<file path="src/rtl/pulse_event_scheduler.sv">
// pulse_event_scheduler
//
// Purpose:
//   Latches single-cycle event pulses from EVENT_COUNT sources and serves them one
//   at a time, round-robin, over a valid/ready handshake. Pulses that land on an
//   already-pending source are flagged as overruns.
//
// Configuration macro:
//   PULSE_EVENT_SCHEDULER_OVERRUN_COUNT_EN - when defined, overrun_count is a
//   saturating counter of overruns; otherwise overrun_count is tied to 0.
//
// Ports:
//   clock          in   sole clock, rising edge
//   reset          in   asynchronous active-high reset
//   pulse_in       in   per-source event pulses
//   mask           in   per-source grant inhibit (latching unaffected)
//   event_valid    out  an event is offered
//   event_index    out  source of the offered event
//   event_ready    in   consumer accepts the offered event
//   pending        out  per-source latch contents
//   overrun        out  sticky per-source overrun flags
//   overrun_clear  in   synchronous clear of overrun and overrun_count
//   overrun_count  out  saturating total overrun count

module pulse_event_scheduler #(
    parameter int unsigned EVENT_COUNT   = 4,
    parameter int unsigned INDEX_WIDTH   = 2,
    parameter int unsigned OVERRUN_WIDTH = 8
) (
    input  logic                     clock,
    input  logic                     reset,
    input  logic [EVENT_COUNT-1:0]   pulse_in,
    input  logic [EVENT_COUNT-1:0]   mask,
    output logic                     event_valid,
    output logic [INDEX_WIDTH-1:0]   event_index,
    input  logic                     event_ready,
    output logic [EVENT_COUNT-1:0]   pending,
    output logic [EVENT_COUNT-1:0]   overrun,
    input  logic                     overrun_clear,
    output logic [OVERRUN_WIDTH-1:0] overrun_count
);

    typedef enum logic {StIdle, StOffer} state_e;

    state_e                 state;
    logic [INDEX_WIDTH-1:0] rr_pointer;
    logic [INDEX_WIDTH-1:0] next_rr;
    logic [INDEX_WIDTH-1:0] pick;
    logic                   any_eligible;
    logic [EVENT_COUNT-1:0] eligible;
    logic [EVENT_COUNT-1:0] accept_vec;
    logic [EVENT_COUNT-1:0] hit;

    assign eligible = pending & ~mask;

    // One-hot of the latch being cleared by an accepted offer this cycle.
    always_comb begin
        accept_vec = '0;
        if (state == StOffer && event_ready) begin
            accept_vec[event_index] = 1'b1;
        end
    end

    // A pulse on a latch that is being cleared is a fresh event, not an overrun.
    assign hit = pulse_in & pending & ~accept_vec;

    // First eligible source at or after rr_pointer, wrapping around.
    always_comb begin
        int unsigned idx;
        pick         = '0;
        any_eligible = 1'b0;
        for (int unsigned k = 0; k < EVENT_COUNT; k++) begin
            idx = (32'(rr_pointer) + k) % EVENT_COUNT;
            if (!any_eligible && eligible[idx]) begin
                pick         = INDEX_WIDTH'(idx);
                any_eligible = 1'b1;
            end
        end
    end

    assign next_rr = (event_index == INDEX_WIDTH'(EVENT_COUNT - 1)) ? '0
                                                                    : event_index + 1'b1;

    always_ff @(posedge clock or posedge reset) begin
        if (reset) begin
            state       <= StIdle;
            event_valid <= 1'b0;
            event_index <= '0;
            rr_pointer  <= '0;
            pending     <= '0;
            overrun     <= '0;
        end else begin
            // Set wins over a same-cycle clear.
            pending <= (pending & ~accept_vec) | pulse_in;
            overrun <= overrun_clear ? '0 : (overrun | hit);
            case (state)
                StIdle: begin
                    if (any_eligible) begin
                        event_index <= pick;
                        event_valid <= 1'b1;
                        state       <= StOffer;
                    end
                end
                StOffer: begin
                    // Offer is held regardless of mask changes until accepted.
                    if (event_ready) begin
                        rr_pointer  <= next_rr;
                        event_valid <= 1'b0;
                        state       <= StIdle;
                    end
                end
                default: begin
                    event_valid <= 1'b0;
                    state       <= StIdle;
                end
            endcase
        end
    end

`ifdef PULSE_EVENT_SCHEDULER_OVERRUN_COUNT_EN
    int unsigned            hit_count;
    logic [OVERRUN_WIDTH:0] count_sum;

    always_comb begin
        hit_count = 0;
        for (int unsigned i = 0; i < EVENT_COUNT; i++) begin
            hit_count = hit_count + 32'(hit[i]);
        end
        count_sum = {1'b0, overrun_count} + (OVERRUN_WIDTH + 1)'(hit_count);
    end

    always_ff @(posedge clock or posedge reset) begin
        if (reset) begin
            overrun_count <= '0;
        end else if (overrun_clear) begin
            overrun_count <= '0;
        end else if (count_sum[OVERRUN_WIDTH]) begin
            overrun_count <= '1;
        end else begin
            overrun_count <= count_sum[OVERRUN_WIDTH-1:0];
        end
    end
`else
    assign overrun_count = '0;
`endif

endmodule

</file>
<file path="config.mk">
export PLATFORM = sky130hd
export DESIGN_NAME = pulse_event_scheduler
export DESIGN_NICKNAME = d
export VERILOG_FILES = /design/src/rtl/pulse_event_scheduler.sv
export SDC_FILE = /design/constraint.sdc
export NUM_CORES = 1
export LEC_CHECK = 0
export ABC_CLOCK_PERIOD_IN_PS = 3790
export CAP_MARGIN = 20
export CORE_MARGIN = 3
export CORE_UTILIZATION = 44
export DETAILED_ROUTE_END_ITERATION = 10
export PLACE_DENSITY = 0.77
export SLEW_MARGIN = 5
export SYNTH_ARGS = -nofsm -noshare
export SYNTH_HDL_FRONTEND = slang
export SYNTH_SLANG_ARGS = --single-unit
</file>
<file path="constraint.sdc">
create_clock -name clock -period 3.79 [get_ports clock]
set_clock_uncertainty 0.15 [all_clocks]
set_input_delay 0.758 -clock clock [delete_from_list [all_inputs] [get_ports clock]]
set_output_delay 0.758 -clock clock [all_outputs]
set_load 0.005 [all_outputs]
</file>
* After elaboration in Yosys (flattened, before gate mapping) *
Cells that the tools add are included.

storage, ports and cells
  register bits = 14
  output and inout port bits = 19

operators by class
  add/sub/neg operators = 4
  order comparisons = 6
  eq/ne operators = 3
  muxes and demuxes = 27
  bitwise gates (word level) = 9
  reductions and logical operators = 11

operators with widths
  kind                   number
  $and A4 B4 Y4          4
  $lt A2 B3 Y1 const B   5
  $mux W1                13
  $mux W2                5
  $bmux W1 S2            4
  $mux W4                2
  $not A4 Y4             2
  $or A4 B4 Y4           2
  $reduce_and A2 Y1      3
  $logic_and A1 B1 Y1    5
  $add A2 B1 Y2 const B  2
  $add A2 B2 Y2 const B  2
  $ne A2 B2 Y1 const B   2
  $pmux W1 S2            2
  $logic_not A1 Y1       3
  $demux W1 S2           1
  $eq A2 B2 Y1 const B   1
  $ge A2 B1 Y1 const B   1
  $not A1 Y1             1

* Logic depth before layout (Yosys ltp) *
  depth after elaboration = 16
  gate-level depth with buffers = 5
  gate-level depth less buffers = 5

* Least setup slack after synthesis *
Ideal clock, no wire load.

  path type = in2reg
  start point = input port mask[0]
  end point = register event_index[1]
  setup time = 0.126 ns
  arrival = 1.374 ns
  setup slack = 2.139 ns
  cell stages on the path = 4
  buffers on the path = 0
  cell sequence = nand2b_1 -> o21a_1 -> o221ai_2 -> o21ai_1

on the way
  word-level cells in the longest chain between the ends = 15

ends and longest elaborated chain
  item                                RTL line  text
  from (decl)                         33        input logic [EVENT_COUNT-1:0] mask,
  $not A4 Y4 (*)                      54        assign eligible = pending & ~mask;
  $and A4 B4 Y4 (*)                   54
  $bmux W1 S2                         74        if (!any_eligible && eligible[idx]) begin
  $mux W1 (not written as such)       74
  $mux W1                             74
  $logic_not A1 Y1                    74
  $logic_and A1 B1 Y1                 74
  $mux W1                             74
  $logic_not A1 Y1                    74
  $logic_and A1 B1 Y1                 74
  $mux W1                             74
  $logic_not A1 Y1                    74
  $logic_and A1 B1 Y1                 74
  $mux W1                             74
  $reduce_and A2 Y1 (no source line)  -
  to (signal assigned)                99        event_index <= pick;
  to (decl)                           35        output logic [INDEX_WIDTH-1:0] event_index,

Mark *: on every way between the ends. The rest lies on a longest branch, timed or not. The select of a mux whose other input is x is not followed.
A chain may end at the register's enable or synchronous reset.

* Worst setup path after layout *
  start point = register pending[2]
  end point = output port pending[2]

RTL lines
  item                    RTL line  text
  from (decl)             37        output logic [EVENT_COUNT-1:0] pending,
  from (signal assigned)  94        pending <= (pending & ~accept_vec) | pulse_in;

No word-level cell between the ends.

==> impl_metrics.env <==
export IMPL_status="finished, final reports clean"
export IMPL_path_clk_slew_ns=0.09
export IMPL_synthFlopType="dfrtp_1"
export IMPL_maxCapViolCount=0
export IMPL_ys_seq_area_frac=0.4545
export IMPL_nets=114
export IMPL_area_growth_pct=31.49
export IMPL_netlist_top_cells_area="dfrtp_1 45%, buf_4 7.8%, ha_1 6.5%, a21o_1 3.9%, o21a_1 3.9%"
export IMPL_viasPerCell=5.265
export IMPL_synth_top_cells_by_count="14 x dfrtp_1, 8 x buf_4, 5 x nand3_1"
export IMPL_min_from="event_valid"
export IMPL_criticalPathCategory="reg2out"
export IMPL_drive_gt1_frac=0.08247
export IMPL_setup_tns_ns=0
export IMPL_fin_ws_ns=1.610
export IMPL_root_buffer="clkbuf_4"
export IMPL_rows=14
export IMPL_worst_slew_pin_slew_ns=0.5244
export IMPL_io_pins=31
export IMPL_portBuffers=22
export IMPL_synth_area_um2=770.7
export IMPL_drt_initial_drc_count=11
export IMPL_crit_start="pending[2]"
export IMPL_grt_pass1_vias=560
export IMPL_diodes=0
export IMPL_cts_max_level=1
export IMPL_yosysTopAreaCell="dfrtp_1"
export IMPL_cts_sinks=14
export IMPL_insertion_delay_ns=0.28
export IMPL_wl_per_cell_um=14.12
export IMPL_slowest_stage="clkdlybuf4s50_1"
export IMPL_path_cells="clkdlybuf4s50_1"
export IMPL_final_area_mm2=0.001013
export IMPL_ctsHoldBuffers=0
export IMPL_power_density_mw_per_mm2=514.2
export IMPL_critPathMaxFanout=4
export IMPL_hold_viol=0
export IMPL_rr_startpoint="event_index[0]"
export IMPL_slew_violations=0
export IMPL_cpPeakStageDelay_ns=0.55
export IMPL_die_y_um=47.86
export IMPL_startpoint_type="flop"
export IMPL_post_dp_hpwl_um=1294
export IMPL_power_uw=521.1
export IMPL_wirelength_um=1595
export IMPL_vias=595
export IMPL_irDropWorstVdd_uv=385.6
export IMPL_grt_pass1_wl_um=2511
export IMPL_placed_cell_area_um2=977.2
export IMPL_synth_top_area_frac=0.4545
export IMPL_dp_slack_ns=1.597
export IMPL_fmax_mhz=458.8
export IMPL_cts_resized=0
export IMPL_finalSetupViolCount=0
export IMPL_cp_num_buf_inv=1
export IMPL_core_area_mm2=0.001577
export IMPL_cts_tree="done"
export IMPL_async_flop_share=1.000
export IMPL_synth_distinct_cells=25
export IMPL_leakage_uw=0.0004298
export IMPL_gp_congestion=0.7837
export IMPL_hold_worst_slack_ns=0.3492
export IMPL_crit_arrival_ns=1.27
export IMPL_die_area_mm2=0.002290
export IMPL_synth_most_common_cell="dfrtp_1"
export IMPL_cts_buffers=3
export IMPL_period_minus_slack_ns=2.180
export IMPL_globalRouteTotalUtil=0.1600
export IMPL_clk_path_buf_depth=2
export IMPL_start_util=0.4889
export IMPL_rsz0062_at_grt="false"
export IMPL_avgSynthCellArea_um2=10.70
export IMPL_synth_edff_count=0
export IMPL_fin_crit_sh=0.5751
export IMPL_grt_max_degree=15
export IMPL_synth_warning_count=0
export IMPL_required_ns=2.88
export IMPL_postRouteAntennaNets=0
export IMPL_synthCells=72
export IMPL_worstSetupEndpointType="output pin"
export IMPL_antenna_found_initial=0
export IMPL_post_route_drc_count=0
export IMPL_cts_setup_buffers=0
export IMPL_relSlewSlack=0.6500
export IMPL_dr_pass1_iters=4
export IMPL_grt_ovfl_total=0
export IMPL_die_w_um=47.86
export IMPL_final_fill_count=141
export IMPL_ys_seq_elements=14
export IMPL_hold_path_class="reg2reg"
export IMPL_crit_family="buffers and inverters"
-- final cells by class --
class                      count  area [µm²]  area share
multi-input combinational     53       371.6      0.3667
clock buffer                   4       36.28     0.03580
sequential                    14       350.3      0.3457
tap                           16       20.02     0.01975
timing repair buffer          22       220.2      0.2173
inverter                       4       15.01     0.01481
-- cells by family after synthesis --
kind of cell / Yosys count / synth area share
muxes: 1 / 0.01461
and+or+nand+nor: 19 / 0.1364
other: 1 / 0.004865
AOI/OAI and AO/OA: 21 / 0.2273
DFF: 14 / 0.4546
buffers and inverters: 12 / 0.09740
adders and majority gates: 4 / 0.06494
-- through the flow --
step,util,std cells
global route,0.6429,113
CTS,0.6429,113
global placement,0.6198,109
finish,0.6429,113
detailed placement,0.6198,109
floorplan,-,79
-- final timing paths --
| kind | cells past startpoint | end | slack [ns] |
|---|---|---|---|
| max | 1 | pending[2] | 1.61 |
| min | 1 | event_valid | 0.35 |
| max reg2reg | 3 | rr_pointer[1] | 2.41 |
| min reg2reg | 1 | event_valid | 0.35 |
| max in group asynchronous | 2 | overrun[1] | 2.49 |
| min in group asynchronous | 2 | event_valid | 0.65 |
-- placed cells by master (no fill, tap or decap) --
master	netlist	layout
o21ai_1	1	1
nor2_1	4	4
o221ai_1	1	1
o21ai_0	1	1
o21a_1	4	4
o221ai_2	1	1
nand2_2	1	1
dfrtp_1	14	14
clkbuf_8	0	1
a21o_1	4	4
nand3_1	5	5
a31oi_1	4	4
a311oi_1	1	1
mux2_1	1	1
a41oi_4	1	1
ha_1	4	4
inv_1	4	4
o22ai_1	2	2
conb_1	1	8
nand2_1	2	2
o31ai_1	1	1
nand4_1	1	1
nor2b_1	2	2
clkbuf_4	0	3
nand2b_4	1	1
clkdlybuf4s50_1	0	22
nand2b_1	3	3
-- flip-flops by register name, summed over array words and instances, names as in the netlist --
name / cells
event_index: 2
event_valid: 1
overrun: 4
pending: 4
rr_pointer: 2
state: 1
-- routing by layer --
metal | vias up | part of all wire | track usage
met5 | - | 0 | 0
li1 | 290 | - | -
met4 | 0 | 0.016 | 0.06452
met2 | 26 | 0.48 | 0.2639
met3 | 2 | 0.063 | 0.03008
met1 | 277 | 0.44 | 0.2046
-- report_power, final --
part	total [µW]	switching, µW	internal, µW	leakage, µW
combinational	180	77.2	103	0.000249
clock	109	50.4	58.5	0.0000210
sequential	232	47.1	185	0.000159
total	521	175	347	0.000430
No activity file was read; power rests on OpenSTA's default activity.
